===== config.mk =====
export PLATFORM = sky130hd
export DESIGN_NAME = oam_dma
export DESIGN_NICKNAME = d
export VERILOG_FILES = /design/src/rtl/oam_dma.sv
export SDC_FILE = /design/constraint.sdc
export NUM_CORES = 1
export LEC_CHECK = 0
export CAP_MARGIN = 20
export CELL_PAD_IN_SITES_DETAIL_PLACEMENT = 1
export CELL_PAD_IN_SITES_GLOBAL_PLACEMENT = 1
export CORE_UTILIZATION = 35
export CTS_BUF_LIST = sky130_fd_sc_hd__clkbuf_2 sky130_fd_sc_hd__clkbuf_4 sky130_fd_sc_hd__clkbuf_8
export CTS_CLUSTER_SIZE = 14
export DETAILED_ROUTE_END_ITERATION = 12
export PLACE_DENSITY_LB_ADDON = 0.1
export SLEW_MARGIN = 15
export SYNTH_ARGS = -nofsm -noshare
export SYNTH_HDL_FRONTEND = slang
export SYNTH_SLANG_ARGS = --single-unit

===== constraint.sdc =====
create_clock -name clk -period 2.04 [get_ports clk]
set_input_delay 0.408 -clock clk [delete_from_list [all_inputs] [get_ports clk]]
set_output_delay 0.408 -clock clk [all_outputs]
set_load 0.01 [all_outputs]

===== src/rtl/oam_dma.sv =====
// Sprite DMA: copies COUNT bytes from page {page,8'h00} to the OAM data port while holding the bus.
// Optional odd-cycle alignment stall is enabled with OAM_DMA_ALIGN_EN.
module oam_dma #(
  parameter int            AW       = 16,
  parameter int            DW       = 8,
  parameter logic [AW-1:0] OAM_PORT = 16'h2004,
  parameter int            COUNT    = 256
) (
  input  logic          clk,
  input  logic          reset,
  input  logic          trig,
  input  logic [7:0]    page,
  output logic          req,
  input  logic          sel,
  input  logic          ifrdy,
  output logic [AW-1:0] addr,
  output logic          we,
  output logic          en,
  input  logic [DW-1:0] data_in,
  output logic [DW-1:0] data_out,
  output logic          busy,
  output logic          done
);
  localparam int IW = (COUNT > 1) ? $clog2(COUNT) : 1;

  typedef enum logic [2:0] {
    IDLE,
    REQ,
    READ,
    WRITE,
`ifdef OAM_DMA_ALIGN_EN
    ALIGN,
`endif
    DONE
  } state_t;

  state_t        state, nxt;
  logic [7:0]    src;
  logic [IW-1:0] idx;
  logic [7:0]    lo;
  logic          xfer;

  assign xfer = sel && ifrdy;
  assign lo   = 8'(idx);

  always_ff @(posedge clk or posedge reset) begin
    if (reset) begin
      state    <= IDLE;
      src      <= '0;
      idx      <= '0;
      data_out <= '0;
    end else begin
      state <= nxt;
      case (state)
        IDLE:    if (trig) begin src <= page; idx <= '0; end
        READ:    if (xfer) data_out <= data_in;
        WRITE:   if (xfer) idx <= idx + IW'(1);
        default: ;
      endcase
    end
  end

`ifdef OAM_DMA_ALIGN_EN
  logic parity, align;

  // parity runs free; a trigger landing on an odd cycle costs one extra bus cycle
  always_ff @(posedge clk or posedge reset) begin
    if (reset) begin
      parity <= 1'b0;
      align  <= 1'b0;
    end else begin
      parity <= ~parity;
      if (state == IDLE && trig) align <= parity;
    end
  end
`endif

  always_comb begin
    nxt  = state;
    req  = 1'b0;
    busy = 1'b0;
    done = 1'b0;
    en   = 1'b0;
    we   = 1'b0;
    addr = '0;
    case (state)
      IDLE: if (trig) nxt = REQ;
      REQ: begin
        req  = 1'b1;
        busy = 1'b1;
`ifdef OAM_DMA_ALIGN_EN
        if (sel) nxt = align ? ALIGN : READ;
`else
        if (sel) nxt = READ;
`endif
      end
`ifdef OAM_DMA_ALIGN_EN
      ALIGN: begin
        req  = 1'b1;
        busy = 1'b1;
        nxt  = READ;
      end
`endif
      READ: begin
        req  = 1'b1;
        busy = 1'b1;
        en   = sel;
        addr = AW'({src, lo});
        if (xfer) nxt = WRITE;
      end
      WRITE: begin
        req  = 1'b1;
        busy = 1'b1;
        en   = sel;
        we   = 1'b1;
        addr = OAM_PORT;
        if (xfer) nxt = (idx == IW'(COUNT - 1)) ? DONE : READ;
      end
      DONE: begin
        busy = 1'b1;
        done = 1'b1;
        nxt  = IDLE;
      end
      default: nxt = IDLE;
    endcase
  end
endmodule


==> metrics, run 1 <==
WL final 4.04 mm; number of buffers added on ports 49; Antenna Nets Post-Route 0; H-tree levels 1; R2R Setup Slk 0.19 ns; Reg clk slew, reported paths 0.10 ns; CP startpoint kind flip-flop; initial antenna violation count 0; root buf cell clkbuf_8; Initial Util 0.364; Crit Reg-Reg Startpoint state[0]; Avg Cell Area, Syn 9.72 sq um; Crit path required time 1.63 ns; Max transition margin 0.727; Die ar. 0.00443 sq mm; CTS tree yes; Seq/Total Area, Yosys 0.464; Die W 66.5 um; clk sinks 27; DRT Pass-1 Iters 4; max-cap viol count 0; Fill cells 468; Worst Setup End Kind output port; critical path class flip-flop to output port; P per Cell Area 1010 mW/mm^2; Final Hold Viols 0; worst-path maximum fanout 14; clk_skew 0.00513 ns; TritonCTS buffer count 3; Worst Hold End src[7]; Setup-failing EPs final 0; total design power 2.13 mW; GP Congestion 0.753; most common cell after layout, fill and taps aside nand2_1; dpl hpwl 2.99 mm; routed length per instance 15.6 um; fin crit share 0.953; largest net degree at the start of global routing 28; post-synthesis sequential element count 27; WHS Path Cells 2; post-synthesis cell type count 35; Placed Area 0.00205 sq mm; die extent in y 66.5 um; status finished, final reports clean; Mapped Nets 172; post-route cell area 0.00210 sq mm; DRC Markers 0; grt ovf 0; IO Count 50; crit path DAT 1.54 ns; hold path startpoint src[7]; RSZ-0062 raised after global routing false; Synth Instances 150; most frequent cells in the layout 34 x nand2_1, 29 x clkdlybuf4s50_1, 27 x dfrtp_1, 16 x dlygate4sd2_1, 14 x buf_4; Achievable Freq 514 MHz; Final #Nets 232; Peak VDD IR 0.668 mV; core area 0.00400 sq mm; R2R Path End idx[6]; Cell Area, Synth 0.00146 sq mm; max-slew violation count 0; minimum clock period 1.94 ns; cts hold-fix bufs 0; ANT cells 0; min-delay worst type flip-flop to flip-flop; Via density 4.98; Ys Warns 0; P&R area growth vs syn 44.3%; first-pass GRT wire length 6.59 mm; vias in the first global route 1352; CTS max path bufs 2; share of cells above drive strength 1 0.153; leak pwr 0.993 nW; later-pin clock latency in the skew report 0.27 ns; Rows 23; total global-route track usage 0.200; Via Count 1291; worst r2r path cells 4; Slew @ Worst Pin 0.410 ns; DR iter-0 viols 95
==> sequential cells by signal, indices dropped and copies added (netlist names) <==
name / flops
idx: 8
data_out: 8
src: 8
state: 3
==> cell families after synthesis <==
| logic type | share of synthesized area |
|---|---|
| AND/OR/NAND/NOR | 0.288 |
| flip-flops | 0.464 |
| multiplexers | 0.111 |
| buffers and inverters | 0.0463 |
| AO/OA/AOI/OAI | 0.0773 |
| XOR/XNOR | 0.00601 |
| adder cells (fa/ha/maj) | 0.00858 |
==> synthesized netlist by cell type <==
master	number	area, sq um
ha_1	1	12.5
nand3_1	4	20.0
nor4b_2	1	15.0
nand4b_1	1	8.76
and2_1	13	81.3
nor2b_1	1	6.26
clkbuf_1	2	7.51
and3b_1	1	8.76
a2111oi_4	2	55.1
nor3_1	4	20.0
a21oi_1	2	10.0
mux2_1	1	11.3
a31oi_1	1	6.26
or3_1	1	6.26
inv_1	5	18.8
or3b_1	1	8.76
nand2b_1	4	25.0
nand2_1	34	128
buf_6	2	22.5
buf_2	3	15.0
nor3b_1	1	7.51
nand3b_1	1	7.51
and3_1	2	12.5
mux2_2	8	90.1
a21oi_2	1	8.76
nor2_1	9	33.8
buf_1	1	3.75
xnor2_1	1	8.76
or2b_1	1	7.51
nand4_1	2	12.5
dfrtp_1	27	676
a211oi_1	3	22.5
o21ai_0	2	10.0
mux2i_1	6	60.1
or4b_1	1	10.0
==> through the flow <==
stage | utilization | cells | worst slack (ns) | hold slack (ns) | TNS [ns]
floorplan | - | 150 | 0.421 | 0.437 | 0
global placement | 0.513 | 253 | -0.0495 | 0.450 | -0.124
detailed placement | 0.513 | 253 | -0.122 | 0.459 | -0.558
CTS | 0.523 | 258 | 0.000603 | 0.484 | 0
global route | 0.526 | 259 | 0.0336 | 0.520 | 0
finish | 0.526 | 259 | 0.0957 | 0.481 | 0
==> timing repair <==
item | CTS | global route
resized for setup | 19 | 6
setup buffers | 1 | 1
setup endpoints to repair | 21 | 4
==> worst max path at each step <==
stage | startpoint | end | slack (ns) | cells after the start
final | state[0] | req | 0.1 | 4
after global routing | state[0] | req | 0.03 | 4
after CTS | state[2] | addr[2] | 0.0006 | 3
after detailed placement | trig | idx[0] | -0.12 | 4
after global placement | trig | idx[0] | -0.05 | 4
after floorplan | state[1] | idx[0] | 0.42 | 5
==> final cells by class <==
cell class	count	area, sq um	share of cell area
Multi-Input combinational cell	110	722	0.343
Clock buffer	3	41.3	0.0196
Tap cell	50	62.6	0.0297
Clock inverter	1	5.00	0.00238
Inverter	5	18.8	0.00892
Timing Repair Buffer	63	578	0.275
Sequential cell	27	676	0.321
==> power by group <==
part	switching [mW]	internal, mW	total [mW]
Clock	0.172	0.137	0.309
Sequential	0.141	0.737	0.878
Combinational	0.428	0.517	0.945
Total	0.741	1.39	2.13
==> metal layers <==
metal | global-route usage | vias to the layer above | share of wire
li1 | - | 619 | -
met1 | 0.245 | 642 | 0.42
met2 | 0.374 | 28 | 0.54
met3 | 0.0223 | 2 | 0.033
met4 | 0.0399 | 0 | 0.0045
met5 | 0 | - | 0
==> critical path, cell delays in order, from the launching register on <==
cell and delay [ns]:
dfrtp_1 0.38, buf_4 0.22, nor2_4 0.05, nor2_1 0.08, clkdlybuf4s50_1 0.53
(Power assumes the default switching activity.)
==> inputs of run 2 (changes only) <==
--- a/constraint.sdc
+++ b/constraint.sdc
@@ -3,2 +3,2 @@
 set_output_delay 0.408 -clock clk [all_outputs]
-set_load 0.01 [all_outputs]
+set_load 0.05 [all_outputs]
==> run 2 against run 1 <==
Combinational power is 97% higher. Register-to-register slack improved by 0.03 ns. Non-clock buffer count shrank 5. Global-route usage down 0.42 points. Sequential power increased by 2%. First-iteration DRC count down 71%. Hold slack gained 0.0020 ns. Clock skew decreased by 0.0042 ns. Critical path type unchanged. Critical endpoint is now addr[6]. Largest cell class is now buffers. Largest power group unchanged.
==> metrics, run 2 (synthesized netlist as in run 1, its figures left out) <==
TritonCTS buffer count 3 (unchanged); largest delay contributor family on the critical path flip-flops (was buffers and inverters); total design power 3.06 mW (was 2.13 mW); min-delay worst type flip-flop to flip-flop (unchanged); PnR worst setup slack 0.0944 ns (was 0.0957 ns); Peak VDD IR 0.808 mV (was 0.668 mV); share of cells above drive strength 1 0.245 (was 0.153); Crit path required time 1.63 ns (about the same); Flop pwr share 0.292 (was 0.412); met3 Usage GRT 0.0240 (was 0.0223); WL final 3.83 mm (was 4.04 mm); first-pass GRT wire length 6.52 mm (was 6.59 mm); Sum Neg Setup Slack 0 ns (unchanged); clk sinks 27 (unchanged); Psw 1.37 mW (was 0.741 mW); later-pin clock latency in the skew report 0.26 ns (was 0.27 ns); GR Layer Usage met2 0.355 (was 0.374); initial antenna violation count 0 (unchanged); GRT met1 Usage 0.232 (was 0.245); Antenna Nets Post-Route 0 (unchanged); grt ovf 0 (unchanged); R2R Setup Slk 0.22 ns (was 0.19 ns); max-cap viol count 0 (unchanged); largest net degree at the start of global routing 28 (unchanged); Die W 66.5 um (unchanged); top flop regs data_out: 8 flops, idx: 8 flops, src: 8 flops (unchanged); max-slew violation count 0 (unchanged); post-route non-filler standard cell count 254 (was 259); ANT cells 0 (unchanged); vias in the first global route 1366 (was 1352); RSZ-0062 raised after global routing false (unchanged); routed length per instance 15.1 um (was 15.6 um); hold slack 0.483 ns (was 0.481 ns); clk_skew 0.000943 ns (was 0.00513 ns); Via density 5.02 (was 4.98); Rows 23 (unchanged); Placed Area 0.00224 sq mm (was 0.00205 sq mm); CTS max path bufs 2 (unchanged); Critical Path Slowest Stage Cell dfrtp_2 (was clkdlybuf4s50_1); worst-path maximum fanout 13 (was 14); Setup-failing EPs final 0 (unchanged); leak pwr 0.995 nW (was 0.993 nW); core area 0.00400 sq mm (unchanged); fin crit share 0.954 (was 0.953); critical path class flip-flop to output port (unchanged); share of power burned in combinational logic 0.608 (was 0.443); crit path DAT 1.54 ns (about the same); die extent in y 66.5 um (unchanged); number of buffers added on ports 49 (unchanged); clock share of power 0.101 (was 0.145); Worst Setup End Kind output port (unchanged); Switching Fraction 0.449 (was 0.348); minimum clock period 1.95 ns (was 1.94 ns); DRT Pass-1 Iters 4 (unchanged); Achievable Freq 514 MHz (about the same); final core occ 0.575 (was 0.526); DR iter-0 viols 28 (was 95); Slew @ Worst Pin 0.515 ns (was 0.410 ns); pre-CTS WS -0.104 ns (was -0.122 ns); Max transition margin 0.655 (was 0.727); CTS tree yes (unchanged); P per Cell Area 1330 mW/mm^2 (was 1010 mW/mm^2); Reg clk slew, reported paths 0.09 ns (was 0.10 ns); gr busiest metal met2 (unchanged); Die ar. 0.00443 sq mm (unchanged); root buf cell clkbuf_8 (unchanged); GP Congestion 0.749 (was 0.753); most common cell after layout, fill and taps aside nand2_1 (unchanged); CP startpoint kind flip-flop (unchanged); CP max stage delay 0.46 ns (was 0.53 ns); Buffers & Inverters on Critical Path 2 (unchanged); cts hold-fix bufs 0 (unchanged); post-route cell area 0.00230 sq mm (was 0.00210 sq mm); Int Pwr 1.69 mW (was 1.39 mW); # placed instances 250 (was 253); Via Count 1274 (was 1291); Final #Nets 227 (was 232); most frequent cells in the layout 34 x nand2_1, 28 x clkdlybuf4s50_1, 25 x dfrtp_1, 21 x buf_12, 13 x and2_1 (was 34 x nand2_1, 29 x clkdlybuf4s50_1, 27 x dfrtp_1, 16 x dlygate4sd2_1, 14 x buf_4); IO Count 50 (unchanged); # Post-CTS Setup Buffers 0 (was 1); dpl hpwl 3.04 mm (was 2.99 mm); P&R area growth vs syn 57.9% (was 44.3%); worst path cell trace nor3b_1, buf_4, and2_1, buf_12 (was buf_4, nor2_4, nor2_1, clkdlybuf4s50_1); DRC Markers 0 (unchanged); Final Hold Viols 0 (unchanged); Initial Util 0.364 (unchanged); total global-route track usage 0.196 (was 0.200); H-tree levels 1 (unchanged); status finished, final reports clean (unchanged)
[run 2: cell count changes in the layout (fill, tap and decap cells not counted), moves of 2 or more]
| cell | change |
|---|---|
| buf_12 | +21 |
| buf_4 | -5 |
| dfrtp_1 | -2 |
| dfrtp_2 | +2 |
| dlygate4sd2_1 | -16 |
| dlymetal6s2s_1 | -3 |
| nor3_1 | -2 |
| nor3_2 | +2 |
[run 2: power by group through the flow]
| stage | clock network [mW] | registers (mW) | logic (mW) |
|---|---|---|---|
| finish | 0.308 | 0.892 | 1.86 |
| global route | 0.335 | 0.925 | 1.96 |
| CTS | 0.325 | 0.893 | 1.87 |
| detailed placement | 0 | 0.904 | 1.87 |
| global placement | 0 | 0.879 | 1.83 |
| floorplan | 0 | 1.14 | 0.761 |
[run 2: final timing paths]
kind / from / end / cells after the start
hold reg to reg: src[1] / src[1] / 2
setup / recovery: state[0] / addr[6] / 4
setup reg to reg: state[0] / data_out[2] / 4
max in group asynchronous: reset / state[0] / 3
hold / removal: src[1] / src[1] / 2
min in group asynchronous: reset / data_out[6] / 3
[run 2: cell type report]
cell class	count	area, sq um
inverter	5	18.8
timing repair buffer	58	768
tap	50	62.6
sequential	27	678
multi-input combinational	110	724
fill	442	1700
clock buffer	4	48.8
[run 2: what timing repair did]
item                                    4_1_cts  5_1_grt
endpoints found under the setup margin        0       15
endpoints found under the hold margin         0        0
gates resized for setup                       0        4
[run 2: worst reg2reg max path: stages, from the launching register on]
cell and delay [ns]:
dfrtp_2 0.46, nor3b_1 0.22, buf_4 0.22, and3_1 0.41
mux2_2 0.39
[run 2: layer usage]
metal / vias to the layer above / part of all wire / wire, um
li1: 607 / - / -
met1: 627 / 0.41 / 1570
met2: 34 / 0.54 / 2060
met3: 6 / 0.037 / 141
met4: 0 / 0.015 / 57
met5: - / 0 / 0
